===== config.mk =====
export PLATFORM = sky130hd
export DESIGN_NAME = counter_load_ctrl
export DESIGN_NICKNAME = d
export VERILOG_FILES = /design/src/rtl/ctrl_pkg.sv /design/src/rtl/rr_arbiter.sv /design/src/rtl/counter_load_ctrl.sv
export SDC_FILE = /design/constraint.sdc
export NUM_CORES = 1
export LEC_CHECK = 0
export ABC_AREA = 1
export BUFFER_PORTS_ARGS = -buffer_cell sky130_fd_sc_hd__buf_2
export CAP_MARGIN = 30
export CORE_MARGIN = 4
export CORE_UTILIZATION = 50
export DETAILED_ROUTE_END_ITERATION = 10
export GPL_TIMING_DRIVEN = 0
export PLACE_DENSITY_LB_ADDON = 0.2
export SYNTH_ARGS = -nofsm -noshare
export SYNTH_HDL_FRONTEND = slang
export SYNTH_SLANG_ARGS = --single-unit

===== constraint.sdc =====
create_clock -name clk -period 1.6 [get_ports clk]
set_input_delay 0.16 -clock clk [delete_from_list [all_inputs] [get_ports clk]]
set_output_delay 0.16 -clock clk [all_outputs]
set_load 0.1 [all_outputs]

===== src/rtl/ctrl_pkg.sv =====
// Shared types and default sizing for the counter load-port controller.
package ctrl_pkg;

    typedef enum logic [1:0] {
        IDLE = 2'd0,
        LOAD = 2'd1,
        HOLD = 2'd2
    } ctrl_state_t;

    localparam int unsigned DefNumReq  = 4;
    localparam int unsigned DefCntW    = 4;
    localparam int unsigned DefHoldCyc = 8;

endpackage


===== src/rtl/rr_arbiter.sv =====
// Combinational round-robin arbiter: lowest set request at or above ptr, else lowest overall.
module rr_arbiter #(
    parameter int unsigned N = 4
) (
    input  logic [N-1:0]         req,
    input  logic [$clog2(N)-1:0] ptr,
    output logic [N-1:0]         gnt_onehot,
    output logic [$clog2(N)-1:0] gnt_idx
);
    localparam int unsigned IdW = $clog2(N);

    logic [N-1:0] mask;
    logic [N-1:0] masked;
    logic [N-1:0] sel;

    always_comb begin
        mask = '0;
        for (int i = 0; i < int'(N); i++) begin
            mask[i] = (i >= int'(ptr));
        end
        masked = req & mask;
        // Fall back to the unmasked vector when nothing sits at or above ptr (wrap-around).
        sel        = (|masked) ? masked : req;
        gnt_onehot = sel & (~sel + {{(N-1){1'b0}}, 1'b1});
        gnt_idx    = '0;
        for (int i = 0; i < int'(N); i++) begin
            if (gnt_onehot[i]) begin
                gnt_idx = IdW'(i);
            end
        end
    end

endmodule


===== src/rtl/counter_load_ctrl.sv =====
// Round-robin front end sharing the load port of a loadable up-counter among NUM_REQ
// requesters, with a fixed free-run window after every load.
module counter_load_ctrl
    import ctrl_pkg::*;
#(
    parameter int unsigned NUM_REQ  = DefNumReq,
    parameter int unsigned CNT_W    = DefCntW,
    parameter int unsigned HOLD_CYC = DefHoldCyc
) (
    input  logic                       clk,
    input  logic                       reset,
    input  logic [NUM_REQ-1:0]         req_valid_i,
    input  logic [NUM_REQ*CNT_W-1:0]   req_val_i,
    output logic [NUM_REQ-1:0]         req_ready_o,
    output logic                       load_o,
    output logic [CNT_W-1:0]           load_val_o,
    output logic [$clog2(NUM_REQ)-1:0] grant_id_o,
    output logic                       busy_o
);
    localparam int unsigned IdW   = $clog2(NUM_REQ);
    localparam int unsigned HoldW = $clog2(HOLD_CYC + 1);

    ctrl_state_t        state_q, state_d;
    logic [IdW-1:0]     rr_ptr_q, rr_ptr_d;
    logic [IdW-1:0]     grant_id_q, grant_id_d;
    logic [HoldW-1:0]   hold_cnt_q, hold_cnt_d;
    logic [CNT_W-1:0]   val_q, val_d;
    logic               load_q, load_d;
    logic [NUM_REQ-1:0] ready_q, ready_d;

    logic [NUM_REQ-1:0] gnt_onehot;
    logic [IdW-1:0]     gnt_idx;
    logic [CNT_W-1:0]   win_val;

    rr_arbiter #(
        .N(NUM_REQ)
    ) u_arb (
        .req        (req_valid_i),
        .ptr        (rr_ptr_q),
        .gnt_onehot (gnt_onehot),
        .gnt_idx    (gnt_idx)
    );

    always_comb begin
        win_val = '0;
        for (int i = 0; i < int'(NUM_REQ); i++) begin
            if (gnt_onehot[i]) begin
                win_val = req_val_i[i*CNT_W +: CNT_W];
            end
        end
    end

    always_comb begin
        state_d    = state_q;
        rr_ptr_d   = rr_ptr_q;
        grant_id_d = grant_id_q;
        hold_cnt_d = hold_cnt_q;
        val_d      = val_q;
        load_d     = 1'b0;
        ready_d    = '0;
        unique case (state_q)
            IDLE: begin
                // Strobe and ack are computed here so they leave as flop outputs in LOAD.
                if (|req_valid_i) begin
                    state_d    = LOAD;
                    grant_id_d = gnt_idx;
                    val_d      = win_val;
                    load_d     = 1'b1;
                    ready_d    = gnt_onehot;
                end
            end
            LOAD: begin
                rr_ptr_d   = (grant_id_q == IdW'(NUM_REQ - 1)) ? '0 : grant_id_q + IdW'(1);
                hold_cnt_d = HoldW'(HOLD_CYC - 1);
                state_d    = HOLD;
            end
            HOLD: begin
                if (hold_cnt_q == '0) begin
                    state_d = IDLE;
                end else begin
                    hold_cnt_d = hold_cnt_q - HoldW'(1);
                end
            end
            default: state_d = IDLE;
        endcase
    end

    always_ff @(posedge clk or negedge reset) begin
        if (!reset) begin
            state_q    <= IDLE;
            rr_ptr_q   <= '0;
            grant_id_q <= '0;
            hold_cnt_q <= '0;
            val_q      <= '0;
            load_q     <= 1'b0;
            ready_q    <= '0;
        end else begin
            state_q    <= state_d;
            rr_ptr_q   <= rr_ptr_d;
            grant_id_q <= grant_id_d;
            hold_cnt_q <= hold_cnt_d;
            val_q      <= val_d;
            load_q     <= load_d;
            ready_q    <= ready_d;
        end
    end

    assign load_o      = load_q;
    assign req_ready_o = ready_q;
    assign load_val_o  = load_q ? val_q : '0;
    assign grant_id_o  = grant_id_q;
    assign busy_o      = (state_q != IDLE);

endmodule

After elaboration in Yosys (flattened, before gate mapping)
Index checks and enable logic that the tools add are counted.
- flip-flop bits (word level): 19
- input bits: 22
- output and inout bits: 12
- logic and storage cells: 50
- $add $sub $neg: 3
- order comparisons: 3
- eq/ne operators: 6
- muxes and demuxes: 19
- bitwise logic cells: 3
- reduce and logical (&&, ||, !) cells: 9
- operator list (kind ; number):
    4-bit two-way mux ; 9
    2-bit two-way mux ; 5
    4-bit bitwise AND ; 2
    4-bit case mux with 2 select lines ; 1
    4-bit OR reduction ; 2
    2-bit != test (second input constant) ; 3
    2-bit case mux with 3 select lines ; 1
    2-bit AND reduction ; 3
    4-bit by 1-bit adder with 4-bit output (second input constant) ; 1
    2-bit equality test (second input constant) ; 2
    1-bit by 2-bit >= comparator with 1-bit output (first input constant) ; 2
    4-bit zero test ; 1
    4-bit inverter ; 1
    2-bit nonzero test ; 2
    4-bit by 1-bit subtractor with 4-bit output (second input constant) ; 1
    1-bit two-way mux ; 3
    2-bit by 1-bit adder with 2-bit output (second input constant) ; 1
    2-bit by 1-bit equality test with 1-bit output (second input constant) ; 1
    2-bit >= comparator (first input constant) ; 1
    2-bit zero test ; 1

Depth between registers and ports, before layout
Gate-level depths: netlist of run 1.
- depth in word-level cells: 11
- depth in mapped cells: 11

Cells and area by module
A second synthesis of run 1 with hierarchy kept.
- cell total of the unflattened synthesis: 146
- area total of the unflattened synthesis: 1087.3 µm²
- modules (own cells, without submodules) (module ; times used ; cells an instance ; area an instance (µm²)):
    counter_load_ctrl ; 1 ; 124 ; 945.9
    rr_arbiter ; 1 ; 22 ; 141.4

Worst setup path before layout of run 1
OpenSTA, ideal clock, no wires.
- path type: reg2out
- start: register load_q, in the netlist load_o
- end: output load_val_o[0]
- arrival: 1669 ps
- data required time: 1440 ps
- setup slack: -229 ps
- cell stages (with the launch flop): 3
- buffers on the path: 0
- cell sequence: dfrtp_1 -> nand2_1 -> inv_1
- cells in the longest elaborated chain, start to end: 1
- ends and longest elaborated chain (what ; RTL line ; source):
    start: declaration ; counter_load_ctrl.sv:28 ; logic load_q, load_d;
    start signal: assignment ; counter_load_ctrl.sv:103 ; load_q <= load_d;
    4-bit two-way mux ; counter_load_ctrl.sv:110 ; assign load_val_o = load_q ? val_q : '0;
    end: declaration ; counter_load_ctrl.sv:16 ; output logic [CNT_W-1:0] load_val_o,
No other way between the ends.

Worst setup path after layout of run 1
- start: register state_q[1]
- end: output busy_o
- cells in the longest elaborated chain, start to end: 1
- ends and longest elaborated chain (what ; RTL line ; source):
    start: declaration ; counter_load_ctrl.sv:23 ; ctrl_state_t state_q, state_d;
    start signal: assignment ; counter_load_ctrl.sv:98 ; state_q <= state_d;
    2-bit nonzero test ; counter_load_ctrl.sv:112 ; assign busy_o = (state_q != IDLE);
    end: declaration ; counter_load_ctrl.sv:18 ; output logic busy_o
No other way between the ends.

==> results of run 1 <==
[flip-flops by register name, indices dropped and copies added, names as in the netlist]
| name | cells |
|---|---|
| hold_cnt_q | 4 |
| load_o | 1 |
| grant_id_o | 2 |
| req_ready_o | 4 |
| state_q | 2 |
| rr_ptr_q | 2 |
| val_q | 4 |
[power by group through the flow]
| stage | logic [W] | registers (W) | clock network, W |
|---|---|---|---|
| 2_1_floorplan | 0.00115 | 0.00126 | 0 |
| 3_3_place_gp | 0.00186 | 0.000839 | 0 |
| 3_5_place_dp | 0.00191 | 0.000842 | 0 |
| 4_1_cts | 0.00191 | 0.000834 | 0.000247 |
| 5_1_grt | 0.00210 | 0.000863 | 0.000265 |
| 6_report | 0.00193 | 0.000833 | 0.000234 |
[area by class of cell]
| type | instances | area, sq um |
|---|---|---|
| Fill cell | 171 | 667 |
| Multi-Input combinational cell | 93 | 536 |
| Sequential cell | 19 | 477 |
| Timing Repair Buffer | 34 | 175 |
| Inverter | 27 | 106 |
| Tap cell | 27 | 33.8 |
| Clock buffer | 3 | 22.5 |
| Clock inverter | 1 | 5.00 |
[cells in the mapped netlist]
cell type | instances | area (sq um)
a21oi_1 | 2 | 10.0
a22oi_1 | 1 | 7.51
a31oi_1 | 2 | 12.5
dfrtp_1 | 19 | 475
ha_1 | 2 | 25.0
inv_1 | 22 | 82.6
inv_2 | 4 | 15.0
inv_6 | 1 | 8.76
nand2_1 | 29 | 109
nand2_2 | 3 | 18.8
nand2_4 | 3 | 33.8
nand3_1 | 7 | 35.0
nand3_2 | 2 | 20.0
nand3_4 | 1 | 17.5
nand4_2 | 1 | 12.5
nand4_4 | 1 | 21.3
nor2_1 | 26 | 97.6
nor2_2 | 2 | 12.5
nor2_4 | 2 | 22.5
nor4_2 | 1 | 12.5
o21ai_0 | 4 | 20.0
o21ai_2 | 1 | 8.76
o22ai_1 | 1 | 6.26
o41ai_1 | 1 | 8.76
xor2_1 | 1 | 8.76
[critical path: stages (launching register included)]
cell and delay, ns:
dfrtp_1 0.44, nor2_2 0.09, inv_2 0.10, buf_2 0.43
[logic make-up (layout without fill, tap and decap cells)]
kind of cell,Yosys count,count (layout),share of synthesized area
XOR/XNOR,1,1,0.00795
adder cells (fa/ha/maj),2,2,0.0227
AND/OR/NAND/NOR,78,78,0.375
flip-flops,19,19,0.431
AO/OA/AOI/OAI,12,12,0.0670
buffers and inverters,27,65,0.0965
[per-layer routing]
metal / GRT usage / vias up
li1: - / 511
met1: 0.208 / 384
met2: 0.295 / 24
met3: 0.0188 / 2
met4: 0.0729 / 0
met5: 0 / -
[repair_timing]
item                       in CTS  in global routing
setup endpoints to repair       0                  1
hold buffers                    1                  0
hold endpoints to repair       19                  0
resized for setup               0                  2
[path summary, 6_finish.rpt]
check                      depth (start not counted)            end      startpoint  slack, ns
max                                                3         busy_o      state_q[1]       0.09
min                                                3     state_q[0]  req_valid_i[3]       0.15
max reg2reg                                        8  hold_cnt_q[2]   hold_cnt_q[0]       0.18
min reg2reg                                        2  hold_cnt_q[2]   hold_cnt_q[2]       0.50
max in group asynchronous                          2         load_o           reset       0.98
min in group asynchronous                          2     state_q[1]           reset       0.31
[stage by stage]
| step | instances | utilization | instance area [sq um] | worst slack (ns) |
|---|---|---|---|---|
| floorplan | 139 | - | 1100 | 0.0568 |
| global placement | 199 | 0.644 | 1300 | 0.174 |
| detailed placement | 199 | 0.644 | 1300 | 0.124 |
| CTS | 204 | 0.663 | 1340 | 0.0738 |
| global route | 204 | 0.670 | 1360 | 0.0172 |
| finish | 204 | 0.670 | 1360 | 0.0882 |
==> results.txt, run 1 <==
Commonest non-fill, non-tap cells in the layout: buf_2 (33), nand2_1 (29), nor2_1 (26), inv_1 (22), dfrtp_1 (18)
Post-synthesis to final-layout area growth: 22.9%
DR pass1 iterations: 2
Met1 wire length: 951 microns
Core box area: 2020 sq um
Worst-margin pin slew: 0.492 ns
Total gr overflow: 0
Dpl hpwl: 1760 microns
# diodes: 0
WHS: 0.155 ns
Initial antenna violation count: 0
Pin count of the biggest net entering global routing: 20
Met3 WL post-DR: 114 microns
Seq cells post-synth: 19
Comb power frac: 0.644
Clk_lat worst skew: 0.29 ns
Gpl congestion: 0.734
Mapped Avg Cell Area: 7.93 sq um
Final Max Tran Viols: 0
Fin crit period: 1.51 ns
Final worst path period share: 0.945
PwrDens: 2210 nW/um^2
Total number of vias: 921
Netlist Area Pre-Place: 1100 sq um
Iter 0 DRT Violations: 7
Seq pwr share: 0.278
P_leak: 0.774 nW
Syn nets: 163
Critical Path Source Type: flip-flop
DR WL met2: 1040 microns
Internal: 0.00122 W
Num Clock Sinks: 19
Worst endpoint data arrival time: 1.35 ns
Share of cells above drive strength 1: 0.345
Final setup TNS: 0 ns
Max Cap Viol: 0
CTS Buf Count: 3
Leading cell type in the layout, fill and taps excluded: buf_2
Row cnt: 16
Clock power frac: 0.078
Number of nets in the layout: 202
Worst VDD drop: 0.00138 V
Critical Path RT: 1.44 ns
Global-route wire length before repair: 3640 microns
Post-Synthesis Cells: 139
Setup crit end kind: output port
Die Height: 55.0 microns
Clk root buf: clkbuf_4
RSZ-0062 raised after global routing: false
Worst-path clk slew: 0.11 ns
Clock skew: 0.00532 ns
P_sw: 0.00177 W
Clock Path Buffers: 2
Crit-path max FO: 5
GR Util All Layers: 0.169
# DRC: 0
Setup bufs post-CTS: 0
Highest Signal Layer: met4
Warnings, synthesis: 0
Pwr Total: 0.00300 W
Setup violations, final: 0
Ports: 34
Max-Slew Margin vs Limit: 0.674
Number of port buffers: 33
WL/cell: 10.5 microns
Sequential area share after synthesis: 0.431
Final Hold Vio Count: 0
Hold WC Path Type: input port to flip-flop
H-tree depth: 1
Die X: 55.0 microns
Outcome: finished clean
Drt total wl: 2140 microns
TritonCTS clock tree: built
Initial core utilization: 0.545
Post-route ant nets: 0
Switching share of total power: 0.592
Unique masters post-synth: 25
Number of global-route vias before repair: 888
Post-DR vias/cell: 4.51
CP Class: flip-flop to output port
Fmax: 0.661 GHz
Die Area: 3020 sq um
Note: power is estimated with default switching activity, not from simulation.
==> run 2, diff against run 1 <==
PLACE_DENSITY_LB_ADDON = 0.25   (was 0.2)
==> run 2 against run 1 <==
  * Clock-buffer cell count up 1
  * Final area is 0.55% lower
  * Largest power group unchanged
  * Sequential share of layout area increased by 0.29 points
  * Wire length is 2.0% higher
  * Critical path type unchanged
  * Fmax up 2.5%
  * Register-to-register slack about the same
  * Highest routed layer unchanged
  * Critical endpoint unchanged
  * Combinational power barely moved
==> results.txt, run 2 (synthesized netlist as in run 1, its figures left out) <==
WL/cell: 10.7 microns (+2.0%)
Hold WC Path Type: input port to flip-flop
Max Cap Viol: 0 (unchanged)
Crit path cell chain: nor2_2, inv_2, clkbuf_4
H-tree depth: 1 (unchanged)
# diodes: 0 (unchanged)
Gpl congestion: 0.777 (+5.8%)
Met1 wire length: 963 microns (+1.3%)
DR WL met2: 1060 microns (+1.5%)
Final Max Tran Viols: 0 (unchanged)
CTS Buf Count: 3 (unchanged)
Max stage delay cell, worst path: dfrtp_1
R2R Setup Slk: 0.18 ns (about the same)
Initial core utilization: 0.545 (unchanged)
Clock skew: 0.00442 ns (-0.000904 ns)
Fmax: 0.678 GHz (+2.5%)
CP Launch Point: state_q[1]
Crit-path max FO: 5 (unchanged)
Fillers: 197 (+15%)
Global-route wire length before repair: 3730 microns (+2.6%)
Non-Filler Cell Area, Final: 1350 sq um (-0.55%)
Critical Path RT: 1.44 ns (about the same)
Worst-path clk slew: 0.10 ns (about the same)
Commonest non-fill, non-tap cells in the layout: buf_2 (32), nand2_1 (29), nor2_1 (26), inv_1 (22), dfrtp_1 (17)
Total number of vias: 947 (+2.8%)
Row cnt: 16 (unchanged)
PwrDens: 2230 nW/um^2 (+0.65%)
Worst-margin pin slew: 0.490 ns (-0.00148 ns)
Critical Path Source Type: flip-flop
Fin crit period: 1.48 ns (-0.0366 ns)
Worst endpoint data arrival time: 1.32 ns (-0.03 ns)
Number of global-route vias before repair: 942 (+6.1%)
Setup bufs post-CTS: 0 (unchanged)
CP Class: flip-flop to output port
Die Height: 55.0 microns (unchanged)
Clk_lat worst skew: 0.30 ns (about the same)
Reg area: 478 sq um (+0.26%)
Met3 WL post-DR: 106 microns (-7.0%)
Leading cell type in the layout, fill and taps excluded: buf_2
RSZ-0062 raised after global routing: false
Final worst path period share: 0.922 (-0.0229)
DR pass1 iterations: 3 (+1)
Highest Signal Layer: met4
# DRC: 0 (unchanged)
Post-synthesis to final-layout area growth: 22.2%
Pin count of the biggest net entering global routing: 20 (unchanged)
Initial antenna violation count: 0 (unchanged)
CP Buf/Inv Count: 2 (unchanged)
Dpl hpwl: 1750 microns (-0.47%)
Placed instance area: 1300 sq um (unchanged)
Iter 0 DRT Violations: 13 (+6)
GR Util All Layers: 0.175 (+0.00652)
Post-route ant nets: 0 (unchanged)
Drt total wl: 2180 microns (+2.0%)
Num Clock Sinks: 19 (unchanged)
Start of the worst register-to-register path: rr_ptr_q[0]
CP max stage delay: 0.44 ns (about the same)
HP Start: req_valid_i[3]
TritonCTS clock tree: built
Clock Path Buffers: 2 (unchanged)
Multi-input logic area: 526 sq um (-1.9%)
Die X: 55.0 microns (unchanged)
P_leak: 0.770 nW (-0.42%)
Final setup TNS: 0 ns (unchanged)
Crit path max-delay family: flip-flops
Outcome: finished clean
Setup crit end kind: output port
Setup violations, final: 0 (unchanged)
Max-Slew Margin vs Limit: 0.675 (+0.000982)
Number of nets in the layout: 202 (unchanged)
Post-DR vias/cell: 4.64 (+2.8%)
Die Area: 3020 sq um (unchanged)
Clk root buf: clkbuf_4
Number of port buffers: 33 (unchanged)
Core box area: 2020 sq um (unchanged)
Final Hold Vio Count: 0 (unchanged)
Share of cells above drive strength 1: 0.339 (-0.00565)
Total gr overflow: 0 (unchanged)
Ports: 34 (unchanged)
Worst VDD drop: 0.00137 V (-0.31%)
## run 2: cell count changes in the layout (fill, tap and decap cells not counted), sizes merged
cell    before  now
clkinv       1    0
buf         33   32
clkbuf       3    5
## run 2: worst register-to-register path: stages (launching register included)
cell     delay, ns
dfrtp_2       0.47
nand2_2       0.11
nand2_4       0.06
nand4_2       0.08
nand2_4       0.10
inv_6         0.09
nand3_4       0.12
nor2_1        0.12
nor2_1        0.04
nand2_1       0.07
nand2_1       0.05
## run 2: through the flow
step	cells	utilization	hold slack (ns)	power, W	worst slack (ns)
after CTS	204	0.662	0.144	0.00300	0.0795
after detailed placement	199	0.644	0.115	0.00275	0.197
after global placement	199	0.644	0.110	0.00270	0.176
after floorplan	139	-	-0.136	0.00242	0.0568
after global routing	204	0.666	0.189	0.00322	0.00368
final	204	0.666	0.142	0.00300	0.125
## run 2: final timing paths
kind | endpoint | depth (start not counted)
worst min-delay path | state_q[0] | 3
worst max register to register | val_q[2] | 10
worst min register to register | hold_cnt_q[0] | 1
min in group asynchronous | req_ready_o[2] | 2
worst max-delay path | busy_o | 3
max in group asynchronous | rr_ptr_q[0] | 2
## run 2: what timing repair did
item                                   4_1_cts  5_1_grt
setup endpoints to repair                    0        3
gates resized for setup                      0        3
hold buffers                                 1        0
endpoints found under the hold margin       19        0
## run 2: report_power, final
group / internal, W / switching, W / total (W)
clock network: 0.0000972 / 0.000148 / 0.000245
registers: 0.000691 / 0.000158 / 0.000849
logic: 0.000440 / 0.00147 / 0.00191
## run 2: final cells by class
cell class	count	share of cell area
multi-input cells	93	0.390
flip-flops and latches	19	0.355
well taps	27	0.0251
clock buffers	4	0.0195
repair buffers	34	0.132
inverters	27	0.0789
## run 2: per-layer routing
metal / global-route usage / vias up
li1: - / 508
met1: 0.206 / 406
met2: 0.307 / 28
met3: 0.0214 / 5
met5: 0 / -
met4: 0.0972 / 0
